**src/rtl/operand_fetch_if.sv**
```systemverilog
// Operand-fetch bus: issue handshake, operand bundle, writeback and regfile ports.
// The slave modport is the fetch stage; the master modport is its environment.
interface operand_fetch_if;
  logic        in_valid;
  logic        in_ready;
  logic [4:0]  in_rs1;
  logic [4:0]  in_rs2;
  logic [4:0]  in_rd;
  logic        in_has_rd;

  logic        out_valid;
  logic        out_ready;
  logic [63:0] out_a;
  logic [63:0] out_b;
  logic [4:0]  out_rd;

  logic        wb_valid;
  logic [4:0]  wb_rd;
  logic [63:0] wb_data;

  logic [4:0]  rf_rreg1;
  logic [4:0]  rf_rreg2;
  logic [63:0] rf_rdata1;
  logic [63:0] rf_rdata2;
  logic        rf_we;
  logic [4:0]  rf_wreg;
  logic [63:0] rf_wdata;

  logic        wb_err;

  modport master (
    output in_valid, in_rs1, in_rs2, in_rd, in_has_rd,
    output out_ready,
    output wb_valid, wb_rd, wb_data,
    output rf_rdata1, rf_rdata2,
    input  in_ready,
    input  out_valid, out_a, out_b, out_rd,
    input  rf_rreg1, rf_rreg2, rf_we, rf_wreg, rf_wdata,
    input  wb_err
  );

  modport slave (
    input  in_valid, in_rs1, in_rs2, in_rd, in_has_rd,
    input  out_ready,
    input  wb_valid, wb_rd, wb_data,
    input  rf_rdata1, rf_rdata2,
    output in_ready,
    output out_valid, out_a, out_b, out_rd,
    output rf_rreg1, rf_rreg2, rf_we, rf_wreg, rf_wdata,
    output wb_err
  );
endinterface

```
**src/rtl/operand_fetch.sv**
```systemverilog
// Operand fetch stage: scoreboarded source resolution with writeback bypass,
// a one-entry output register and a sticky stray-writeback flag.
module operand_fetch (
  input  logic           clk,
  input  logic           reset,
  operand_fetch_if.slave bus
);
  localparam logic [4:0] ZeroReg = 5'd31;

  logic [31:0] busy_q, busy_d;
  logic        valid_q, valid_d;
  logic [63:0] a_q, a_d;
  logic [63:0] b_q, b_d;
  logic [4:0]  rd_q, rd_d;
  logic        err_q, err_d;

  logic        wb_we;
  logic        byp1, byp2;
  logic        rs1_ok, rs2_ok;
  logic        hazard, ready, accept;
  logic [63:0] opa, opb;

  assign bus.rf_rreg1 = bus.in_rs1;
  assign bus.rf_rreg2 = bus.in_rs2;
  assign wb_we        = bus.wb_valid && (bus.wb_rd != ZeroReg);
  assign bus.rf_we    = wb_we;
  assign bus.rf_wreg  = bus.wb_rd;
  assign bus.rf_wdata = bus.wb_data;

  assign bus.in_ready  = ready;
  assign bus.out_valid = valid_q;
  assign bus.out_a     = a_q;
  assign bus.out_b     = b_q;
  assign bus.out_rd    = rd_q;
  assign bus.wb_err    = err_q;

  // A writeback landing this cycle resolves a busy source via the bypass.
  always_comb begin
    byp1   = bus.wb_valid && (bus.wb_rd == bus.in_rs1);
    byp2   = bus.wb_valid && (bus.wb_rd == bus.in_rs2);
    rs1_ok = (bus.in_rs1 == ZeroReg) || !busy_q[bus.in_rs1] || byp1;
    rs2_ok = (bus.in_rs2 == ZeroReg) || !busy_q[bus.in_rs2] || byp2;
    hazard = bus.in_valid && !(rs1_ok && rs2_ok);
    ready  = !hazard && (!valid_q || bus.out_ready);
    accept = bus.in_valid && ready;

    if (bus.in_rs1 == ZeroReg) opa = 64'd0;
    else if (byp1)             opa = bus.wb_data;
    else                       opa = bus.rf_rdata1;

    if (bus.in_rs2 == ZeroReg) opb = 64'd0;
    else if (byp2)             opb = bus.wb_data;
    else                       opb = bus.rf_rdata2;
  end

  always_comb begin
    busy_d  = busy_q;
    valid_d = valid_q;
    a_d     = a_q;
    b_d     = b_q;
    rd_d    = rd_q;
    err_d   = err_q || (wb_we && !busy_q[bus.wb_rd]);

    // Clear before set so a new writer issued on the same edge stays pending.
    if (bus.wb_valid) busy_d[bus.wb_rd] = 1'b0;
    if (accept && bus.in_has_rd && (bus.in_rd != ZeroReg)) busy_d[bus.in_rd] = 1'b1;
    busy_d[31] = 1'b0;

    if (accept) begin
      valid_d = 1'b1;
      a_d     = opa;
      b_d     = opb;
      rd_d    = bus.in_rd;
    end else if (bus.out_ready) begin
      valid_d = 1'b0;
    end
  end

  always_ff @(posedge clk or posedge reset) begin
    if (reset) begin
      busy_q  <= '0;
      valid_q <= 1'b0;
      a_q     <= '0;
      b_q     <= '0;
      rd_q    <= '0;
      err_q   <= 1'b0;
    end else begin
      busy_q  <= busy_d;
      valid_q <= valid_d;
      a_q     <= a_d;
      b_q     <= b_d;
      rd_q    <= rd_d;
      err_q   <= err_d;
    end
  end
endmodule

```
**src/flat_wrapper.sv**
```systemverilog
// flat-port wrapper written by rule: the top's interface ports become plain ports
module operand_fetch_flat 
  (clk, reset, bus_in_valid, bus_in_rs1, bus_in_rs2, bus_in_rd, bus_in_has_rd, bus_out_ready, bus_wb_valid, bus_wb_rd, bus_wb_data, bus_rf_rdata1, bus_rf_rdata2, bus_in_ready, bus_out_valid, bus_out_a, bus_out_b, bus_out_rd, bus_rf_rreg1, bus_rf_rreg2, bus_rf_we, bus_rf_wreg, bus_rf_wdata, bus_wb_err);
  operand_fetch_if bus_i ();
  input  logic clk;
  input  logic reset;
  input wire logic [$bits(bus_i.in_valid)-1:0] bus_in_valid;
  input wire logic [$bits(bus_i.in_rs1)-1:0] bus_in_rs1;
  input wire logic [$bits(bus_i.in_rs2)-1:0] bus_in_rs2;
  input wire logic [$bits(bus_i.in_rd)-1:0] bus_in_rd;
  input wire logic [$bits(bus_i.in_has_rd)-1:0] bus_in_has_rd;
  input wire logic [$bits(bus_i.out_ready)-1:0] bus_out_ready;
  input wire logic [$bits(bus_i.wb_valid)-1:0] bus_wb_valid;
  input wire logic [$bits(bus_i.wb_rd)-1:0] bus_wb_rd;
  input wire logic [$bits(bus_i.wb_data)-1:0] bus_wb_data;
  input wire logic [$bits(bus_i.rf_rdata1)-1:0] bus_rf_rdata1;
  input wire logic [$bits(bus_i.rf_rdata2)-1:0] bus_rf_rdata2;
  output wire logic [$bits(bus_i.in_ready)-1:0] bus_in_ready;
  output wire logic [$bits(bus_i.out_valid)-1:0] bus_out_valid;
  output wire logic [$bits(bus_i.out_a)-1:0] bus_out_a;
  output wire logic [$bits(bus_i.out_b)-1:0] bus_out_b;
  output wire logic [$bits(bus_i.out_rd)-1:0] bus_out_rd;
  output wire logic [$bits(bus_i.rf_rreg1)-1:0] bus_rf_rreg1;
  output wire logic [$bits(bus_i.rf_rreg2)-1:0] bus_rf_rreg2;
  output wire logic [$bits(bus_i.rf_we)-1:0] bus_rf_we;
  output wire logic [$bits(bus_i.rf_wreg)-1:0] bus_rf_wreg;
  output wire logic [$bits(bus_i.rf_wdata)-1:0] bus_rf_wdata;
  output wire logic [$bits(bus_i.wb_err)-1:0] bus_wb_err;
  assign bus_i.in_valid = bus_in_valid;
  assign bus_i.in_rs1 = bus_in_rs1;
  assign bus_i.in_rs2 = bus_in_rs2;
  assign bus_i.in_rd = bus_in_rd;
  assign bus_i.in_has_rd = bus_in_has_rd;
  assign bus_i.out_ready = bus_out_ready;
  assign bus_i.wb_valid = bus_wb_valid;
  assign bus_i.wb_rd = bus_wb_rd;
  assign bus_i.wb_data = bus_wb_data;
  assign bus_i.rf_rdata1 = bus_rf_rdata1;
  assign bus_i.rf_rdata2 = bus_rf_rdata2;
  assign bus_in_ready = bus_i.in_ready;
  assign bus_out_valid = bus_i.out_valid;
  assign bus_out_a = bus_i.out_a;
  assign bus_out_b = bus_i.out_b;
  assign bus_out_rd = bus_i.out_rd;
  assign bus_rf_rreg1 = bus_i.rf_rreg1;
  assign bus_rf_rreg2 = bus_i.rf_rreg2;
  assign bus_rf_we = bus_i.rf_we;
  assign bus_rf_wreg = bus_i.rf_wreg;
  assign bus_rf_wdata = bus_i.rf_wdata;
  assign bus_wb_err = bus_i.wb_err;
  operand_fetch u_core (.clk(clk), .reset(reset), .bus(bus_i));
endmodule
```
**config.mk**
```make
export PLATFORM = sky130hd
export DESIGN_NAME = operand_fetch_flat
export DESIGN_NICKNAME = d
export VERILOG_FILES = /design/src/rtl/operand_fetch_if.sv /design/src/rtl/operand_fetch.sv /design/src/flat_wrapper.sv
export SDC_FILE = /design/constraint.sdc
export NUM_CORES = 1
export LEC_CHECK = 0
export BUFFER_PORTS_ARGS = -buffer_cell sky130_fd_sc_hd__buf_2
export CORE_AREA = 2 2 170 172
export CTS_CLUSTER_SIZE = 30
export DETAILED_ROUTE_END_ITERATION = 8
export DIE_AREA = 0 0 172 174
export SETUP_SLACK_MARGIN = 0.15
export SLEW_MARGIN = 10
export SYNTH_ARGS = -nofsm -noshare
export SYNTH_HDL_FRONTEND = slang
export SYNTH_SLANG_ARGS = --single-unit
```
**constraint.sdc**
```tcl
create_clock -name clk -period 16 [get_ports clk]
set_input_delay 3.2 -clock clk [delete_from_list [all_inputs] [get_ports clk]]
set_output_delay 3.2 -clock clk [all_outputs]
set_load 0.02 [all_outputs]
```
==> impl_metrics.env <==
export IMPL_status="complete, no violations"
export IMPL_endpoint="bus_in_ready"
export IMPL_yosysTopAreaCell="dfrtp_1"
export IMPL_synth_top_area_frac=0.445
export IMPL_die_x_um=172
export IMPL_cts_resized=0
export IMPL_ioPinCount=434
export IMPL_cts_path_max_buffers=2
export IMPL_holdWs_ns=0.482
export IMPL_dieHeight_um=174
export IMPL_drt_iter0_markers=817
export IMPL_cts_tree="built"
export IMPL_fp_dieArea_sq_mm=0.0299
export IMPL_slew_violations=0
export IMPL_ys_top_cells_by_count="dfrtp_1 (166), a221o_1 (128), o22a_1 (128), buf_4 (81), clkbuf_1 (50)"
export IMPL_synthMostInstantiatedCell="dfrtp_1"
export IMPL_hp_class="reg -> reg"
export IMPL_finalHoldViolCount=0
export IMPL_wl_per_cell_um=23.5
export IMPL_ys_ff_latch=166
export IMPL_layout_nets=1323
export IMPL_drc_errors=0
export IMPL_vias=8632
export IMPL_ys_flop_type="dfrtp_1"
export IMPL_ant_nets=0
export IMPL_powerDensity_mw_per_mm2=137
export IMPL_slew_headroom=0.322
export IMPL_setup_violations=0
export IMPL_syn_to_final_growth_pct=24.7
export IMPL_period_share=0.529
export IMPL_cp_end_kind="primary output"
export IMPL_startpoint="bus_in_rs1[0]"
export IMPL_crit_required_ns=12.80
export IMPL_synth_area_sq_mm=0.00934
export IMPL_startpoint_type="input port"
export IMPL_grt_pass1_wl_mm=51.6
export IMPL_clk_pin_slew_ns=0.06
export IMPL_layout_min_cycle_time_ns=8.46
export IMPL_cp_arrival_ns=5.26
export IMPL_r2r_start="u_core.busy_q[1]"
export IMPL_total_leakage_power_nw=5.09
export IMPL_yosysSeqAreaShare=0.445
export IMPL_dr_pass1_iters=5
export IMPL_ys_warnings_count=0
export IMPL_antenna_found_initial=0
export IMPL_synth_async_reset_ratio=1.00
export IMPL_viasPerCell=5.75
export IMPL_skew_ns=0.0215
export IMPL_postCtsSetupBuffers=0
export IMPL_cts_inserted_buffers=17
export IMPL_overflow=0
export IMPL_clock_latency_ns=0.44
export IMPL_rsz0062_at_grt="no"
export IMPL_synth_area_leaders="dfrtp_1 (44%), a221o_1 (14%), o22a_1 (12%), buf_4 (6.5%), mux2i_1 (2.7%)"
export IMPL_synth_enable_flop_cells=0
export IMPL_cts_sinks=166
export IMPL_synth_cell_types=47
export IMPL_initial_core_util=0.331
export IMPL_ctsHoldBuffers=0
export IMPL_grt_usage=0.227
export IMPL_wirelength_mm=35.3
export IMPL_core_area_sq_mm=0.0282
export IMPL_wl_met2_mm=16.8
export IMPL_top_layer="met4"
export IMPL_syn_area_per_cell_sq_um=11.5
export IMPL_diodes=0
export IMPL_rows=62
export IMPL_wl_met3_mm=2.74
export IMPL_worst_slack_ns=7.54
export IMPL_dp_slack_ns=7.57
export IMPL_finalWeightedCongestion=0.909
export IMPL_crit_type="in -> out"
export IMPL_clock_fmax_mhz=118
export IMPL_grt_max_degree=91
export IMPL_reg2reg_to="u_core.bus.out_b[25]"
export IMPL_peakVddDrop_uv=62.2
export IMPL_r2r_slack_ns=12.44
export IMPL_worstMarginPinSlew_ns=1.02
export IMPL_tns_ns=0
export IMPL_cap_viol_max_count=0
export IMPL_path_max_fanout=14
export IMPL_drive_above_1_share=0.448
export IMPL_port_buffer_count=433
export IMPL_htree_levels=4
export IMPL_first_global_vias=8131
export IMPL_ff2ff_path_depth=6
export IMPL_netlist_instances=812
export IMPL_dp_hpwl_mm=24.4
export IMPL_m1WireLength_mm=15.1
export IMPL_syn_num_nets=1030
export IMPL_root_buffer="clkbuf_16"
==> critical path, stage by stage <==
cell and delay (ns):
buf_2 0.30, mux4_2 0.55, o211ai_1 0.21, nand3_1 0.10, a21oi_1 0.35, o22ai_4 0.15, a21boi_0 0.21, buf_2 0.20
==> sequential cells by signal (all words and copies together) (netlist names) <==
register              cells
u_core.busy_q            31
u_core.bus.out_valid      1
u_core.bus.wb_err         1
u_core.bus.out_rd         5
u_core.bus.out_a         64
u_core.bus.out_b         64
==> metal layers <==
layer | track usage | vias up
li1 | - | 3788
met1 | 0.311 | 4355
met2 | 0.365 | 452
met3 | 0.0483 | 37
met4 | 0.0602 | 0
met5 | 0 | -
==> final cells by class <==
| class | count | area [sq um] |
|---|---|---|
| Clock buffer | 18 | 439 |
| Clock inverter | 14 | 153 |
| Fill cell | 2844 | 16600 |
| Inverter | 9 | 38.8 |
| Multi-Input combinational cell | 468 | 4130 |
| Sequential cell | 166 | 4150 |
| Tap cell | 384 | 480 |
| Timing Repair Buffer | 443 | 2240 |
==> worst min path at each step <==
stage | startpoint | end | slack, ns | depth (start not counted)
after global placement | u_core.bus.out_rd[2] | u_core.bus.out_rd[2] | 0.47 | 1
after CTS | u_core.bus.out_rd[2] | u_core.bus.out_rd[2] | 0.49 | 1
after floorplan | u_core.busy_q[4] | u_core.busy_q[4] | 0.50 | 2
after detailed placement | u_core.bus.wb_err | u_core.bus.wb_err | 0.46 | 1
after global routing | u_core.bus.out_rd[4] | u_core.bus.out_rd[4] | 0.51 | 1
final | u_core.bus.out_rd[2] | u_core.bus.out_rd[2] | 0.48 | 1
==> cells by family after synthesis <==
kind of cell | share of synthesized area
xor gates and xnor gates | 0.00938
DFF | 0.445
AOI/OAI and AO/OA | 0.323
and+or+nand+nor | 0.0445
buffers and inverters | 0.119
muxes | 0.0594
==> per-stage QoR <==
stage                     cells  utilization  power, mW  instance area [sq um]
after CTS                  1502        0.412       1.61                  11600
after detailed placement   1470        0.391       1.19                  11000
after floorplan             812            -      0.979                   9340
after global routing       1502        0.412       1.68                  11600
after global placement     1470        0.391       1.19                  11000
final                      1502        0.412       1.60                  11600
==> cells in the final DEF, fill, tap and decap left out, types with 3 or more instances in the layout <==
master	n
nor2b_1	6
a22oi_1	4
buf_4	10
nand2_1	10
clkbuf_16	17
inv_1	8
o22a_1	128
mux2_1	3
a221o_1	128
o211ai_1	3
a311oi_1	4
o21ai_0	35
nand3b_1	14
or3b_2	3
nor2_1	8
mux4_2	11
nand4_1	3
inv_6	3
nand3_1	14
dfrtp_1	166
xor2_1	8
clkinv_4	4
buf_2	433
inv_8	6
mux2i_1	25
o31ai_1	31
==> report_power, final <==
group	switching, mW	leakage (nW)	internal, mW
sequential	0.0740	1.91	0.535
clock	0.201	0.292	0.214
combinational	0.349	2.89	0.226
total	0.623	5.09	0.975
(Power assumes the default switching activity.)
